[config.mk]
export PLATFORM = sky130hd
export DESIGN_NAME = cmd_arbiter_seq
export DESIGN_NICKNAME = d
export VERILOG_FILES = /design/src/rtl/kt_pkg.sv /design/src/rtl/cmd_watchdog.sv /design/src/rtl/cmd_arbiter_seq.sv
export SDC_FILE = /design/constraint.sdc
export NUM_CORES = 1
export LEC_CHECK = 0
export ABC_AREA = 1
export CORE_ASPECT_RATIO = 0.5
export CORE_UTILIZATION = 50
export CTS_CLUSTER_DIAMETER = 100
export DETAILED_ROUTE_END_ITERATION = 8
export HOLD_SLACK_MARGIN = 0.08
export PLACE_DENSITY = 0.8
export SLEW_MARGIN = 20
export SYNTH_ARGS = -nofsm -noshare
export SYNTH_HDL_FRONTEND = slang
export SYNTH_SLANG_ARGS = --single-unit
export TNS_END_PERCENT = 50
[constraint.sdc]
create_clock -name clk -period 2.2 [get_ports clk]
set_input_delay 0.44 -clock clk [delete_from_list [all_inputs] [get_ports clk]]
set_output_delay 0.44 -clock clk [all_outputs]
set_load 0.1 [all_outputs]
[src/rtl/kt_pkg.sv]
// Shared types for the KnightsTour command path: opcodes, cmd field slices,
// and the arbiter state encoding.
// cmd layout: {opcode[15:12], heading[11:4], sqrs[3:0]}.
package kt_pkg;

  localparam int CMD_W  = 16;
  localparam int OPC_HI = 15;
  localparam int OPC_LO = 12;
  localparam int HDG_HI = 11;
  localparam int HDG_LO = 4;
  localparam int SQR_HI = 3;
  localparam int SQR_LO = 0;

  typedef enum logic [3:0] {
    OP_CAL     = 4'h2,
    OP_MOVE    = 4'h4,
    OP_FANFARE = 4'h5
  } opcode_e;

  typedef enum logic [1:0] {
    ST_IDLE      = 2'd0,
    ST_ISSUE     = 2'd1,
    ST_WAIT_DONE = 2'd2
  } arb_state_t;

  function automatic logic [3:0] cmd_opcode(input logic [CMD_W-1:0] c);
    return c[OPC_HI:OPC_LO];
  endfunction

  function automatic logic [7:0] cmd_heading(input logic [CMD_W-1:0] c);
    return c[HDG_HI:HDG_LO];
  endfunction

  function automatic logic [3:0] cmd_sqrs(input logic [CMD_W-1:0] c);
    return c[SQR_HI:SQR_LO];
  endfunction

endpackage

[src/rtl/cmd_watchdog.sv]
// Watchdog for one outstanding command: counts enabled cycles since the last
// clear and flags expiry on the TMO_CYC-th enabled cycle.
// Ports: clk, rst_n (async low), clr_i (zero count), en_i (count this cycle),
//        expired_o (combinational: enabled and count == TMO_CYC-1).
module cmd_watchdog #(
  parameter int unsigned          TMO_W   = 24,
  parameter logic [TMO_W-1:0]     TMO_CYC = 24'hFFFFFF
) (
  input  logic clk,
  input  logic rst_n,
  input  logic clr_i,
  input  logic en_i,
  output logic expired_o
);

  localparam logic [TMO_W-1:0] LAST_CNT = TMO_CYC - 1'b1;

  logic [TMO_W-1:0] cnt_q;
  logic [TMO_W-1:0] cnt_d;

  always_comb begin
    cnt_d = cnt_q;
    if (clr_i) begin
      cnt_d = '0;
    end else if (en_i) begin
      cnt_d = cnt_q + 1'b1;
    end
  end

  always_ff @(posedge clk or negedge rst_n) begin
    if (!rst_n) begin
      cnt_q <= '0;
    end else begin
      cnt_q <= cnt_d;
    end
  end

  // Gated by en_i so a stale count left after a timeout cannot re-fire in IDLE.
  assign expired_o = en_i && (cnt_q == LAST_CNT);

endmodule

[src/rtl/cmd_arbiter_seq.sv]
// Arbitrates the single cmd_proc command port between host and tour sources,
// one command outstanding at a time, with a completion watchdog.
// Ports: host_cmd/host_rdy -> host_clr/host_done; tour_cmd/tour_vld -> tour_ack;
//        cmd/cmd_rdy <- clr_cmd_rdy/send_resp to cmd_proc; owner/busy/cal_ok/tmo_err status.
module cmd_arbiter_seq
  import kt_pkg::*;
#(
  parameter int unsigned      TMO_W   = 24,
  parameter logic [TMO_W-1:0] TMO_CYC = 24'hFFFFFF
) (
  input  logic             clk,
  input  logic             rst_n,
  input  logic [CMD_W-1:0] host_cmd,
  input  logic             host_rdy,
  output logic             host_clr,
  output logic             host_done,
  input  logic [CMD_W-1:0] tour_cmd,
  input  logic             tour_vld,
  output logic             tour_ack,
  output logic [CMD_W-1:0] cmd,
  output logic             cmd_rdy,
  input  logic             clr_cmd_rdy,
  input  logic             send_resp,
  output logic             owner,
  output logic             busy,
  output logic             cal_ok,
  output logic             tmo_err
);

  arb_state_t       state_q;
  logic [CMD_W-1:0] cmd_q;
  logic             cmd_rdy_q;
  logic             owner_q;
  logic             busy_q;
  logic             cal_ok_q;
  logic             tmo_err_q;
  logic             host_done_q;
  logic             tour_ack_q;

  logic grant_host;
  logic grant_tour;
  logic wd_expired;

  // Host has strict priority; tour is only eligible once calibration is done.
  assign grant_host = (state_q == ST_IDLE) && host_rdy;
  assign grant_tour = (state_q == ST_IDLE) && !host_rdy && tour_vld && cal_ok_q;

  cmd_watchdog #(
    .TMO_W   (TMO_W),
    .TMO_CYC (TMO_CYC)
  ) u_wdog (
    .clk       (clk),
    .rst_n     (rst_n),
    .clr_i     (grant_host || grant_tour),
    .en_i      (state_q != ST_IDLE),
    .expired_o (wd_expired)
  );

  always_ff @(posedge clk or negedge rst_n) begin
    if (!rst_n) begin
      state_q     <= ST_IDLE;
      cmd_q       <= '0;
      cmd_rdy_q   <= 1'b0;
      owner_q     <= 1'b0;
      busy_q      <= 1'b0;
      cal_ok_q    <= 1'b0;
      tmo_err_q   <= 1'b0;
      host_done_q <= 1'b0;
      tour_ack_q  <= 1'b0;
    end else begin
      host_done_q <= 1'b0;
      tour_ack_q  <= 1'b0;
      case (state_q)
        ST_IDLE: begin
          if (grant_host || grant_tour) begin
            cmd_q     <= grant_host ? host_cmd : tour_cmd;
            owner_q   <= grant_tour;
            busy_q    <= 1'b1;
            tmo_err_q <= 1'b0;
            cmd_rdy_q <= 1'b1;
            state_q   <= ST_ISSUE;
          end
        end
        ST_ISSUE: begin
          // send_resp is not expected before acceptance, so only the
          // watchdog can end the command here.
          if (wd_expired) begin
            tmo_err_q   <= 1'b1;
            cmd_rdy_q   <= 1'b0;
            busy_q      <= 1'b0;
            host_done_q <= !owner_q;
            tour_ack_q  <= owner_q;
            state_q     <= ST_IDLE;
          end else if (clr_cmd_rdy) begin
            cmd_rdy_q <= 1'b0;
            state_q   <= ST_WAIT_DONE;
          end
        end
        ST_WAIT_DONE: begin
          // A real completion beats a coincident timeout.
          if (send_resp) begin
            busy_q      <= 1'b0;
            host_done_q <= !owner_q;
            tour_ack_q  <= owner_q;
            state_q     <= ST_IDLE;
            if (cmd_opcode(cmd_q) == OP_CAL) begin
              cal_ok_q <= 1'b1;
            end
          end else if (wd_expired) begin
            tmo_err_q   <= 1'b1;
            busy_q      <= 1'b0;
            host_done_q <= !owner_q;
            tour_ack_q  <= owner_q;
            state_q     <= ST_IDLE;
          end
        end
        default: begin
          state_q <= ST_IDLE;
        end
      endcase
    end
  end

  assign host_clr  = grant_host;
  assign host_done = host_done_q;
  assign tour_ack  = tour_ack_q;
  assign cmd       = cmd_q;
  assign cmd_rdy   = cmd_rdy_q;
  assign owner     = owner_q;
  assign busy      = busy_q;
  assign cal_ok    = cal_ok_q;
  assign tmo_err   = tmo_err_q;

endmodule

==> results of run 1 <==
==> cell families after synthesis <==
logic type | Yosys count | synth area share, %
AND/OR/NAND/NOR | 199 | 32.7
AO/OA/AOI/OAI | 53 | 11.2
flip-flops | 49 | 45.2
buffers and inverters | 45 | 7.28
adder cells (fa/ha/maj) | 7 | 3.23
XOR/XNOR | 1 | 0.323
==> cells in the mapped netlist <==
library cell                n  area, sq um
sky130_fd_sc_hd__inv_1     32          120
sky130_fd_sc_hd__nor3_2     2         20.0
sky130_fd_sc_hd__o31ai_1    2         15.0
sky130_fd_sc_hd__xor2_1     1         8.76
sky130_fd_sc_hd__buf_4      2         15.0
sky130_fd_sc_hd__nand3_2    2         20.0
sky130_fd_sc_hd__and2_1     1         6.26
sky130_fd_sc_hd__nor2_1    55          206
sky130_fd_sc_hd__nand2_2    3         18.8
sky130_fd_sc_hd__inv_2      3         11.3
sky130_fd_sc_hd__nand4_1    6         37.5
sky130_fd_sc_hd__buf_6      2         22.5
sky130_fd_sc_hd__nand2_1   92          345
sky130_fd_sc_hd__o21bai_1   1         7.51
sky130_fd_sc_hd__nor2_2     3         18.8
sky130_fd_sc_hd__and3_1     1         6.26
sky130_fd_sc_hd__dfrtp_1   49         1230
sky130_fd_sc_hd__nor2_4     3         33.8
sky130_fd_sc_hd__nor3_4     1         16.3
sky130_fd_sc_hd__a21oi_1   18         90.1
sky130_fd_sc_hd__ha_1       7         87.6
sky130_fd_sc_hd__nand3b_1   1         7.51
sky130_fd_sc_hd__o21a_1     2         15.0
sky130_fd_sc_hd__nand2_4    1         11.3
sky130_fd_sc_hd__a31oi_1   16          100
sky130_fd_sc_hd__o21ai_1    3         15.0
sky130_fd_sc_hd__clkbuf_1   1         3.75
sky130_fd_sc_hd__nand3_1   22          110
sky130_fd_sc_hd__a31o_2     1         8.76
sky130_fd_sc_hd__o21ai_0    9         45.0
sky130_fd_sc_hd__o41ai_1    1         8.76
sky130_fd_sc_hd__nor3_1     6         30.0
sky130_fd_sc_hd__buf_2      5         25.0
==> flip-flops by register name, summed over array words and instances, names as in the netlist <==
signal,count
host_done,1
cmd,16
tour_ack,1
state_q,2
busy,1
u_wdog.cnt_q,24
cmd_rdy,1
tmo_err,1
owner,1
cal_ok,1
==> area by class of cell <==
cell class              instances  area, sq um
clock buffers                   6         82.6
clock inverters                 2         13.8
multi-input cells             260         1290
fillers                       411         1620
flip-flops and latches         49         1230
inverters                      35          131
well taps                      70         87.6
repair buffers                 69          618
==> path summary, 6_finish.rpt <==
| kind | endpoint | slack [ns] | start | depth (start not counted) |
|---|---|---|---|---|
| worst max-delay path | host_clr | 0.14 | state_q[0] | 5 |
| max in group asynchronous | u_wdog.cnt_q[16] | 1.48 | rst_n | 2 |
| worst max register to register | u_wdog.cnt_q[20] | 0.20 | state_q[0] | 9 |
| min in group clk | host_done | 0.47 | owner | 1 |
| worst min register to register | host_done | 0.47 | owner | 1 |
| worst min-delay path | cmd[11] | 0.1 | rst_n | 1 |
==> metal layers <==
metal / wire length [um] / track usage, % / vias to the layer above
met3: 338 / 5.57 / 4
met2: 3000 / 44.0 / 74
li1: - / - / 1284
met4: 37 / 6.25 / 0
met5: 0 / 0 / -
met1: 2990 / 31.2 / 1198
==> stage by stage <==
stage / util [%] / hold WS (ns) / area, sq um / total power (W)
after floorplan: - / 0.144 / 2710 / 0.00357
after global routing: 68.1 / 0.139 / 3450 / 0.00508
after global placement: 66.2 / 0.442 / 3350 / 0.00417
final: 68.1 / 0.0990 / 3450 / 0.00480
after CTS: 68.1 / 0.120 / 3450 / 0.00481
after detailed placement: 66.2 / 0.447 / 3350 / 0.00424
==> power groups by stage <==
stage               logic [W]  clock network, W  registers (W)
finish                0.00292          0.000564        0.00131
global route          0.00313          0.000607        0.00134
CTS                   0.00293          0.000569        0.00131
detailed placement    0.00292                 0        0.00132
global placement      0.00286                 0        0.00132
floorplan             0.00103                 0        0.00254
==> metrics.txt, run 1 <==
# TYPE chip_impl_metric gauge
chip_impl_metric{name="ys.warnings.count",unit=""} 0
chip_impl_metric{name="grt_start_max_net_pins",unit=""} 25
chip_impl_metric{name="power.clock.fraction",unit="%"} 11.8
chip_impl_info{name="mostFrequentLayoutCells",value="92 x sky130_fd_sc_hd__nand2_1, 55 x sky130_fd_sc_hd__nor2_1, 49 x sky130_fd_sc_hd__dfrtp_1, 36 x sky130_fd_sc_hd__clkdlybuf4s50_1, 32 x sky130_fd_sc_hd__inv_1"} 1
chip_impl_metric{name="report.final.slew_viol_count",unit=""} 0
chip_impl_metric{name="vias_per_instance",unit=""} 5.21
chip_impl_metric{name="relative_contribution_of_combinational_cells_to_total_power",unit="%"} 60.9
chip_impl_info{name="cp_top_family",value="buffers and inverters"} 1
chip_impl_metric{name="yosysSeqAreaShare",unit="%"} 45.2
chip_impl_info{name="leading_cell_type_in_the_layout_fill_and_taps_excluded",value="sky130_fd_sc_hd__nand2_1"} 1
chip_impl_metric{name="die_height",unit="um"} 54.1
chip_impl_metric{name="detail_route.drc_violations",unit=""} 0
chip_impl_metric{name="io_pins",unit=""} 62
chip_impl_metric{name="detailedPlace.worstSlack",unit="ns"} 0.211
chip_impl_metric{name="via_count",unit=""} 2560
chip_impl_metric{name="peak_vdd_ir",unit="V"} 0.00140
chip_impl_metric{name="power.switching",unit="W"} 0.00270
chip_impl_metric{name="gp_routability_congestion",unit=""} 0.909
chip_impl_metric{name="final_cells",unit=""} 491
chip_impl_metric{name="synthCells",unit=""} 354
chip_impl_info{name="holdCritPathClass",value="in -> async"} 1
chip_impl_metric{name="antenna_found_initial",unit=""} 0
chip_impl_metric{name="grt_first_pass_wirelength",unit="mm"} 11.0
chip_impl_metric{name="setup-tns-final",unit="ns"} 0
chip_impl_info{name="cp-start-kind",value="register"} 1
chip_impl_metric{name="route.detailed.wl_per_inst",unit="um"} 13.0
chip_impl_metric{name="netlist-cell-type-count",unit=""} 33
chip_impl_metric{name="placeableCoreArea",unit="sq um"} 5070
chip_impl_metric{name="post_layout_nets",unit=""} 465
chip_impl_metric{name="track_usage",unit="%"} 24.7
chip_impl_metric{name="number_of_rows_in_the_core_area",unit=""} 18
chip_impl_metric{name="number_of_global_route_vias_before_repair",unit=""} 2504
chip_impl_metric{name="dpl.cell_count",unit=""} 483
chip_impl_metric{name="postRouteWirelength",unit="mm"} 6.37
chip_impl_metric{name="setup_ws",unit="ns"} 0.137
chip_impl_info{name="rsz0062_at_grt",value="false"} 1
chip_impl_metric{name="cellLeakagePower",unit="nW"} 1.56
chip_impl_metric{name="clk_pin_slew_worst_setup_hold_paths",unit="ns"} 0.09
chip_impl_metric{name="layout-drive-gt1-share",unit="%"} 14.3
chip_impl_metric{name="synth.avg_cell_area",unit="sq um"} 7.67
chip_impl_metric{name="buffer_ports.inserted",unit=""} 61
chip_impl_metric{name="floorplan.initialDensity",unit="%"} 53.6
chip_impl_metric{name="seq_power_share",unit="%"} 27.3
chip_impl_metric{name="overall_die_area",unit="sq um"} 5740
chip_impl_metric{name="numCtsBuffers",unit=""} 5
chip_impl_metric{name="fp.dieW",unit="um"} 106
chip_impl_info{name="crit_type",value="reg -> out"} 1
chip_impl_metric{name="crit_required",unit="ns"} 1.76
chip_impl_metric{name="timing.critical_path.slowest_cell_delay",unit="ns"} 0.43
chip_impl_metric{name="worst-slew-pin-transition",unit="ns"} 0.518
chip_impl_metric{name="syn_to_final_growth",unit="%"} 27.1
chip_impl_metric{name="maxSlewHeadroom",unit="%"} 65.5
chip_impl_metric{name="first_iter_violations",unit=""} 149
chip_impl_metric{name="max_freq",unit="GHz"} 0.485
chip_impl_metric{name="minimum_clock_period_after_layout",unit="ns"} 2.06
chip_impl_metric{name="dp.final_hpwl",unit="mm"} 4.94
chip_impl_metric{name="hold_buffers",unit=""} 0
chip_impl_metric{name="cell_internal_pwr",unit="W"} 0.00210
chip_impl_metric{name="setup_viol",unit=""} 0
chip_impl_metric{name="first_pass_iters",unit=""} 4
chip_impl_info{name="worstPathCellList",value="inv_1, ha_1, nand2_2, inv_2, buf_12"} 1
chip_impl_metric{name="ant_diodes",unit=""} 0
chip_impl_info{name="critical-path-slowest-cell",value="sky130_fd_sc_hd__dfrtp_1"} 1
chip_impl_metric{name="switching_share",unit="%"} 56.2
chip_impl_metric{name="ant_nets",unit=""} 0
chip_impl_metric{name="power-per-cell-area",unit="nW/um^2"} 1390
chip_impl_metric{name="cts_max_level",unit=""} 2
chip_impl_metric{name="synth.cell_area",unit="sq um"} 2710
chip_impl_metric{name="max_clock_buf_depth",unit=""} 2
chip_impl_info{name="root_driver",value="sky130_fd_sc_hd__clkbuf_8"} 1
chip_impl_metric{name="synth_nets",unit=""} 399
chip_impl_metric{name="post-cts-setup-buffers",unit=""} 0
chip_impl_metric{name="timing.clock.skew",unit="ns"} 0.00731
chip_impl_info{name="cts_tree",value="built"} 1
chip_impl_metric{name="drv.max_cap_violation_count",unit=""} 0
chip_impl_metric{name="worst_ep_arrival_time",unit="ns"} 1.62
chip_impl_metric{name="ys_ff_latch",unit=""} 49
chip_impl_metric{name="clk_latency",unit="ns"} 0.30
chip_impl_metric{name="grt_total_ovfl",unit=""} 0
chip_impl_info{name="critPathCaptureType",value="output pin"} 1
chip_impl_info{name="outcome",value="finished, final reports clean"} 1
chip_impl_metric{name="cts.sink_count",unit=""} 49
chip_impl_metric{name="worstPathBufferInverterCount",unit=""} 3
chip_impl_metric{name="number_of_cells_upsized_or_downsized_after_cts",unit=""} 0
chip_impl_metric{name="timing_hold_violations_final",unit=""} 0
chip_impl_metric{name="timing.final.crit_share",unit="%"} 93.8
chip_impl_metric{name="critical_path_peak_fanout",unit=""} 8
No activity file was read; power rests on OpenSTA's default activity.
==> inputs of run 2 (changes only) <==
Settings changed: CORE_MARGIN set to 2.
==> run 2 against run 1 <==
Effect of this change: final cell count down 0.41%; hold slack better by 0.13 ns; register-to-register slack better by 0.05 ns; clock skew down 0.0031 ns; non-clock buffer count down 1; critical path depth unchanged; first-iteration DRC count down 9.4%; setup slack better by 0.052 ns; sequential cell count unchanged; critical path type unchanged; largest power group unchanged.
==> metrics.txt, run 2 (synthesized netlist as in run 1, its figures left out) <==
# TYPE chip_impl_metric gauge
chip_impl_metric{name="gp_routability_congestion",unit=""} 0.860
chip_impl_metric{name="grt_first_pass_wirelength",unit="mm"} 10.7
chip_impl_metric{name="track_usage",unit="%"} 22.4
chip_impl_metric{name="grt_start_max_net_pins",unit=""} 50
chip_impl_info{name="reg_to_reg_startpoint",value="state_q[0]"} 1
chip_impl_metric{name="floorplan.initialDensity",unit="%"} 53.6
chip_impl_info{name="critical-path-slowest-cell",value="sky130_fd_sc_hd__dfrtp_1"} 1
chip_impl_metric{name="setup-tns-final",unit="ns"} 0
chip_impl_metric{name="overall_die_area",unit="sq um"} 6070
chip_impl_metric{name="vias_per_instance",unit=""} 5.18
chip_impl_metric{name="number_of_cells_upsized_or_downsized_after_cts",unit=""} 0
chip_impl_metric{name="timing.final.crit_share",unit="%"} 91.4
chip_impl_metric{name="power-per-cell-area",unit="nW/um^2"} 1410
chip_impl_info{name="endpoint_of_the_lowest_slack_register_to_register_path",value="u_wdog.cnt_q[20]"} 1
chip_impl_metric{name="syn_to_final_growth",unit="%"} 27.6
chip_impl_metric{name="crit_required",unit="ns"} 1.76
chip_impl_info{name="crit_type",value="reg -> out"} 1
chip_impl_metric{name="report.final.slew_viol_count",unit=""} 0
chip_impl_metric{name="ant_nets",unit=""} 0
chip_impl_metric{name="buffer_ports.inserted",unit=""} 61
chip_impl_metric{name="clk_pin_slew_worst_setup_hold_paths",unit="ns"} 0.09
chip_impl_metric{name="rrSetupSlack",unit="ns"} 0.25
chip_impl_metric{name="drv.max_cap_violation_count",unit=""} 0
chip_impl_metric{name="post_layout_nets",unit=""} 464
chip_impl_metric{name="postRouteWirelength",unit="mm"} 6.24
chip_impl_metric{name="route.detailed.wl_per_inst",unit="um"} 12.8
chip_impl_metric{name="hold_buffers",unit=""} 0
chip_impl_metric{name="ant_diodes",unit=""} 0
chip_impl_metric{name="clk_latency",unit="ns"} 0.30
chip_impl_metric{name="final_cells",unit=""} 489
chip_impl_metric{name="first_iter_violations",unit=""} 135
chip_impl_metric{name="grt_total_ovfl",unit=""} 0
chip_impl_metric{name="max_clock_buf_depth",unit=""} 2
chip_impl_metric{name="setup_viol",unit=""} 0
chip_impl_info{name="cts_tree",value="built"} 1
chip_impl_metric{name="max_freq",unit="GHz"} 0.497
chip_impl_metric{name="fp.dieW",unit="um"} 108
chip_impl_info{name="startpoint",value="state_q[1]"} 1
chip_impl_metric{name="cellLeakagePower",unit="nW"} 1.56
chip_impl_metric{name="worst-slew-pin-transition",unit="ns"} 0.616
chip_impl_metric{name="largest_register_ffs",unit=""} 24
chip_impl_metric{name="io_pins",unit=""} 62
chip_impl_metric{name="maxSlewHeadroom",unit="%"} 58.9
chip_impl_info{name="outcome",value="finished, final reports clean"} 1
chip_impl_metric{name="detail_route.drc_violations",unit=""} 0
chip_impl_metric{name="via_count",unit=""} 2531
chip_impl_metric{name="worst_ep_arrival_time",unit="ns"} 1.57
chip_impl_metric{name="number_of_global_route_vias_before_repair",unit=""} 2362
chip_impl_metric{name="antenna_found_initial",unit=""} 0
chip_impl_metric{name="timing_hold_violations_final",unit=""} 0
chip_impl_info{name="worstPathCellList",value="inv_1, ha_1, nand2_2, inv_2, buf_12"} 1
chip_impl_metric{name="critical_path_peak_fanout",unit=""} 8
chip_impl_info{name="leading_cell_type_in_the_layout_fill_and_taps_excluded",value="sky130_fd_sc_hd__nand2_1"} 1
chip_impl_metric{name="cts_max_level",unit=""} 2
chip_impl_metric{name="first_pass_iters",unit=""} 4
chip_impl_info{name="holdCritPathClass",value="in -> async"} 1
chip_impl_metric{name="placeableCoreArea",unit="sq um"} 5070
chip_impl_metric{name="dp.final_hpwl",unit="mm"} 4.83
chip_impl_metric{name="post-cts-setup-buffers",unit=""} 0
chip_impl_info{name="critPathCaptureType",value="output pin"} 1
chip_impl_metric{name="cts.sink_count",unit=""} 49
chip_impl_info{name="largest_register",value="u_wdog.cnt_q"} 1
chip_impl_metric{name="timing.critical_path.slowest_cell_delay",unit="ns"} 0.43
chip_impl_metric{name="final_hold_slack",unit="ns"} 0.232
chip_impl_metric{name="number_of_rows_in_the_core_area",unit=""} 18
chip_impl_metric{name="worst_r2r_path_depth",unit=""} 9
chip_impl_metric{name="die_height",unit="um"} 56.1
chip_impl_metric{name="numCtsBuffers",unit=""} 5
chip_impl_metric{name="peak_vdd_ir",unit="V"} 0.00141
chip_impl_info{name="mostFrequentLayoutCells",value="92 x sky130_fd_sc_hd__nand2_1, 55 x sky130_fd_sc_hd__nor2_1, 49 x sky130_fd_sc_hd__dfrtp_1, 36 x sky130_fd_sc_hd__clkdlybuf4s50_1, 32 x sky130_fd_sc_hd__inv_1"} 1
chip_impl_info{name="rsz0062_at_grt",value="false"} 1
chip_impl_info{name="cp-start-kind",value="register"} 1
chip_impl_metric{name="dpl.cell_count",unit=""} 482
chip_impl_info{name="root_driver",value="sky130_fd_sc_hd__clkbuf_8"} 1
chip_impl_metric{name="minimum_clock_period_after_layout",unit="ns"} 2.01
chip_impl_metric{name="layout-drive-gt1-share",unit="%"} 13.8
chip_impl_metric{name="timing.clock.skew",unit="ns"} 0.00423
[run 2: cell count changes in the layout (fill, tap and decap cells not counted), sizes merged]
cell,previous run,this run
bufinv,0,1
buf,33,32
clkinv,2,1
clkbuf,6,5
[run 2: per-stage QoR]
| stage | utilization [%] | instance area [sq um] | total power, W | setup slack [ns] |
|---|---|---|---|---|
| after global placement | 66.3 | 3360 | 0.00421 | 0.303 |
| after global routing | 68.3 | 3460 | 0.00518 | 0.0739 |
| after detailed placement | 66.3 | 3360 | 0.00428 | 0.228 |
| after floorplan | - | 2710 | 0.00357 | 0.297 |
| after CTS | 68.3 | 3460 | 0.00491 | 0.170 |
| final | 68.3 | 3460 | 0.00488 | 0.189 |
[run 2: routing by layer]
layer	vias to the layer above	track usage [%]	part of all wire, %
li1	1280	-	-
met1	1167	29.6	47
met2	72	36.2	46
met3	12	5.50	5.4
met4	0	7.33	1.8
met5	-	0	0
[run 2: how the worst max path moves through the flow]
stage,endpoint,slack (ns)
2_1_floorplan,cmd[11],0.30
3_3_place_gp,u_wdog.cnt_q[11],0.30
3_5_place_dp,u_wdog.cnt_q[11],0.23
4_1_cts,host_clr,0.17
5_1_grt,host_clr,0.07
6_report,host_clr,0.19
[run 2: critical path, delay by kind of cell, from the launching register on]
kind	cells	cell delay, ns
buffers and inverters	3	0.48
adder cells (fa/ha/maj)	1	0.26
AND/OR/NAND/NOR	1	0.09
flip-flops	1	0.43
[run 2: final cells by class]
type	count	area, sq um
Clock buffer	5	68.8
Fill cell	430	1610
Clock inverter	2	35.0
Timing Repair Buffer	68	623
Multi-Input combinational cell	260	1290
Inverter	35	131
Tap cell	70	87.6
Sequential cell	49	1230
[run 2: report_power, final]
group | leakage, nW | internal [W] | switching, W
clock | 0.0540 | 0.000331 | 0.000295
sequential | 0.627 | 0.00113 | 0.000176
combinational | 0.876 | 0.000737 | 0.00221
total | 1.56 | 0.00220 | 0.00268
==> inputs of run 3 (changes only) <==
Settings changed: CTS_BUF_LIST set to sky130_fd_sc_hd__clkbuf_16.
==> run 3 against run 2 <==
Effect of this change: first-iteration DRC count fell by 7.4%; die area unchanged; setup slack better by 0.017 ns; critical path depth stayed put; utilization grew 1.1 points; critical endpoint unchanged.
==> metrics.txt, run 3 (synthesized netlist as in run 1, its figures left out) <==
# TYPE chip_impl_metric gauge
chip_impl_info{name="rsz0062_at_grt",value="false"} 1
chip_impl_metric{name="route.detailed.wl_per_inst",unit="um"} 13.1
chip_impl_metric{name="power.switching",unit="W"} 0.00271
chip_impl_metric{name="ant_diodes",unit=""} 0
chip_impl_metric{name="relative_contribution_of_combinational_cells_to_total_power",unit="%"} 57.7
chip_impl_info{name="largest_register",value="u_wdog.cnt_q"} 1
chip_impl_metric{name="placeableCoreArea",unit="sq um"} 5070
chip_impl_metric{name="gp_routability_congestion",unit=""} 0.860
chip_impl_info{name="outcome",value="finished, final reports clean"} 1
chip_impl_metric{name="cellLeakagePower",unit="nW"} 1.58
chip_impl_metric{name="vias_per_instance",unit=""} 5.20
chip_impl_metric{name="max_clock_buf_depth",unit=""} 2
chip_impl_metric{name="max_freq",unit="GHz"} 0.502
chip_impl_metric{name="numCtsBuffers",unit=""} 5
chip_impl_metric{name="track_usage",unit="%"} 23.0
chip_impl_metric{name="critical_path_peak_fanout",unit=""} 8
chip_impl_metric{name="postRouteWirelength",unit="mm"} 6.41
chip_impl_metric{name="antenna_found_initial",unit=""} 0
chip_impl_info{name="critical-path-slowest-cell",value="sky130_fd_sc_hd__dfrtp_1"} 1
chip_impl_metric{name="cts.sink_count",unit=""} 49
chip_impl_metric{name="grt_total_ovfl",unit=""} 0
chip_impl_metric{name="io_pins",unit=""} 62
chip_impl_info{name="endpoint_of_the_lowest_slack_register_to_register_path",value="u_wdog.cnt_q[20]"} 1
chip_impl_metric{name="number_of_cells_upsized_or_downsized_after_cts",unit=""} 0
chip_impl_metric{name="syn_to_final_growth",unit="%"} 29.6
chip_impl_metric{name="largest_register_ffs",unit=""} 24
chip_impl_metric{name="setup-tns-final",unit="ns"} 0
chip_impl_metric{name="worst_r2r_path_depth",unit=""} 9
chip_impl_info{name="mostFrequentLayoutCells",value="92 x sky130_fd_sc_hd__nand2_1, 55 x sky130_fd_sc_hd__nor2_1, 49 x sky130_fd_sc_hd__dfrtp_1, 36 x sky130_fd_sc_hd__clkdlybuf4s50_1, 32 x sky130_fd_sc_hd__inv_1"} 1
chip_impl_metric{name="cts_max_level",unit=""} 2
chip_impl_info{name="worstPathCellList",value="inv_1, ha_1, nand2_2, inv_2, buf_12"} 1
chip_impl_metric{name="number_of_rows_in_the_core_area",unit=""} 18
chip_impl_metric{name="grt_first_pass_wirelength",unit="mm"} 11.0
chip_impl_metric{name="via_count",unit=""} 2545
chip_impl_metric{name="final_cells",unit=""} 489
chip_impl_metric{name="hold_buffers",unit=""} 0
chip_impl_metric{name="clk_pin_slew_worst_setup_hold_paths",unit="ns"} 0.06
chip_impl_metric{name="die_height",unit="um"} 56.1
chip_impl_metric{name="ant_nets",unit=""} 0
chip_impl_metric{name="final_design_area_no_fill",unit="sq um"} 3520
chip_impl_metric{name="post-cts-setup-buffers",unit=""} 0
chip_impl_metric{name="report.final.slew_viol_count",unit=""} 0
chip_impl_metric{name="crit_required",unit="ns"} 1.76
chip_impl_metric{name="timing_hold_violations_final",unit=""} 0
chip_impl_metric{name="power.clock.fraction",unit="%"} 16.6
chip_impl_metric{name="timing.final.crit_share",unit="%"} 90.6
chip_impl_metric{name="detail_route.drc_violations",unit=""} 0
chip_impl_metric{name="peak_vdd_ir",unit="V"} 0.00151
chip_impl_metric{name="fp.dieW",unit="um"} 108
chip_impl_metric{name="setup_viol",unit=""} 0
chip_impl_metric{name="detailedPlace.worstSlack",unit="ns"} 0.228
chip_impl_metric{name="maxSlewHeadroom",unit="%"} 59.0
chip_impl_info{name="critPathCaptureType",value="output pin"} 1
chip_impl_info{name="crit_type",value="reg -> out"} 1
chip_impl_metric{name="number_of_global_route_vias_before_repair",unit=""} 2423
chip_impl_info{name="cts_tree",value="built"} 1
chip_impl_metric{name="placed_area",unit="sq um"} 3360
chip_impl_info{name="cp-start-kind",value="register"} 1
chip_impl_metric{name="drv.max_cap_violation_count",unit=""} 0
chip_impl_metric{name="setup_ws",unit="ns"} 0.206
chip_impl_metric{name="final_hold_slack",unit="ns"} 0.252
chip_impl_info{name="leading_cell_type_in_the_layout_fill_and_taps_excluded",value="sky130_fd_sc_hd__nand2_1"} 1
chip_impl_metric{name="switching_share",unit="%"} 53.1
chip_impl_metric{name="seq_power_share",unit="%"} 25.7
chip_impl_metric{name="clk_latency",unit="ns"} 0.29
chip_impl_info{name="root_driver",value="sky130_fd_sc_hd__clkbuf_16"} 1
chip_impl_metric{name="dpl.cell_count",unit=""} 482
chip_impl_metric{name="grt_start_max_net_pins",unit=""} 50
chip_impl_metric{name="overall_die_area",unit="sq um"} 6070
chip_impl_metric{name="minimum_clock_period_after_layout",unit="ns"} 1.99
chip_impl_metric{name="power-per-cell-area",unit="nW/um^2"} 1450
chip_impl_metric{name="first_iter_violations",unit=""} 125
chip_impl_metric{name="buffer_ports.inserted",unit=""} 61
chip_impl_metric{name="layout-drive-gt1-share",unit="%"} 13.8
chip_impl_metric{name="num-fill-cells",unit=""} 411
chip_impl_metric{name="worst-slew-pin-transition",unit="ns"} 0.615
chip_impl_metric{name="post_layout_nets",unit=""} 464
chip_impl_metric{name="floorplan.initialDensity",unit="%"} 53.6
chip_impl_metric{name="first_pass_iters",unit=""} 4
chip_impl_metric{name="rrSetupSlack",unit="ns"} 0.25
chip_impl_metric{name="dp.final_hpwl",unit="mm"} 4.83
chip_impl_info{name="holdCritPathClass",value="in -> async"} 1
chip_impl_info{name="reg_to_reg_startpoint",value="state_q[0]"} 1
chip_impl_metric{name="worst_ep_arrival_time",unit="ns"} 1.55
chip_impl_metric{name="timing.critical_path.slowest_cell_delay",unit="ns"} 0.42
chip_impl_metric{name="cell_internal_pwr",unit="W"} 0.00240
chip_impl_metric{name="timing.clock.skew",unit="ns"} 0.00418
[run 3: cell types whose count changed in the layout (fill, tap and decap cells not counted)]
cell / previous run / this run
sky130_fd_sc_hd__clkbuf_16: 0 / 5
sky130_fd_sc_hd__clkbuf_8: 5 / 0
[run 3: worst max path at each step]
stage / startpoint / end / depth (start not counted)
after global placement: host_rdy / u_wdog.cnt_q[11] / 7
after detailed placement: tour_vld / u_wdog.cnt_q[11] / 9
final: state_q[0] / host_clr / 5
after floorplan: cal_ok / cmd[11] / 8
after global routing: state_q[0] / u_wdog.cnt_q[20] / 9
after CTS: state_q[1] / host_clr / 5
[run 3: layout make-up]
type / instances / area [sq um] / share of cell area (%)
well taps: 70 / 87.6 / 2.49
flip-flops and latches: 49 / 1230 / 34.9
inverters: 35 / 131 / 3.73
clock inverters: 2 / 35.0 / 0.996
clock buffers: 5 / 125 / 3.56
multi-input cells: 260 / 1290 / 36.7
repair buffers: 68 / 623 / 17.7
[run 3: through the flow]
step / util (%) / power, W
2_1_floorplan: - / 0.00357
3_3_place_gp: 66.3 / 0.00421
3_5_place_dp: 66.3 / 0.00428
4_1_cts: 69.4 / 0.00514
5_1_grt: 69.4 / 0.00541
6_report: 69.4 / 0.00512
[run 3: routing by layer]
metal  GRT usage, %  up-vias  share of wire (%)  routed length [um]
li1               -     1280                  -                   -
met1           29.7     1188                 46                2930
met2           37.9       63                 47                3000
met3           5.15       14                5.2                 333
met4           8.42        0                2.2                 142
met5              0        -                  0                   0
[run 3: power groups by stage]
| stage | logic, W | clock network, W | registers [W] |
|---|---|---|---|
| 4_1_cts | 0.00297 | 0.000860 | 0.00131 |
| 2_1_floorplan | 0.00103 | 0 | 0.00254 |
| 6_report | 0.00295 | 0.000849 | 0.00131 |
| 3_5_place_dp | 0.00296 | 0 | 0.00132 |
| 5_1_grt | 0.00316 | 0.000904 | 0.00134 |
| 3_3_place_gp | 0.00290 | 0 | 0.00132 |
[run 3: worst max-delay path: cells and delay by family, from the launching register on]
family / cells / cell delay [ns]
adder cells (fa/ha/maj): 1 / 0.27
buffers and inverters: 3 / 0.48
flip-flops: 1 / 0.42
AND/OR/NAND/NOR: 1 / 0.09
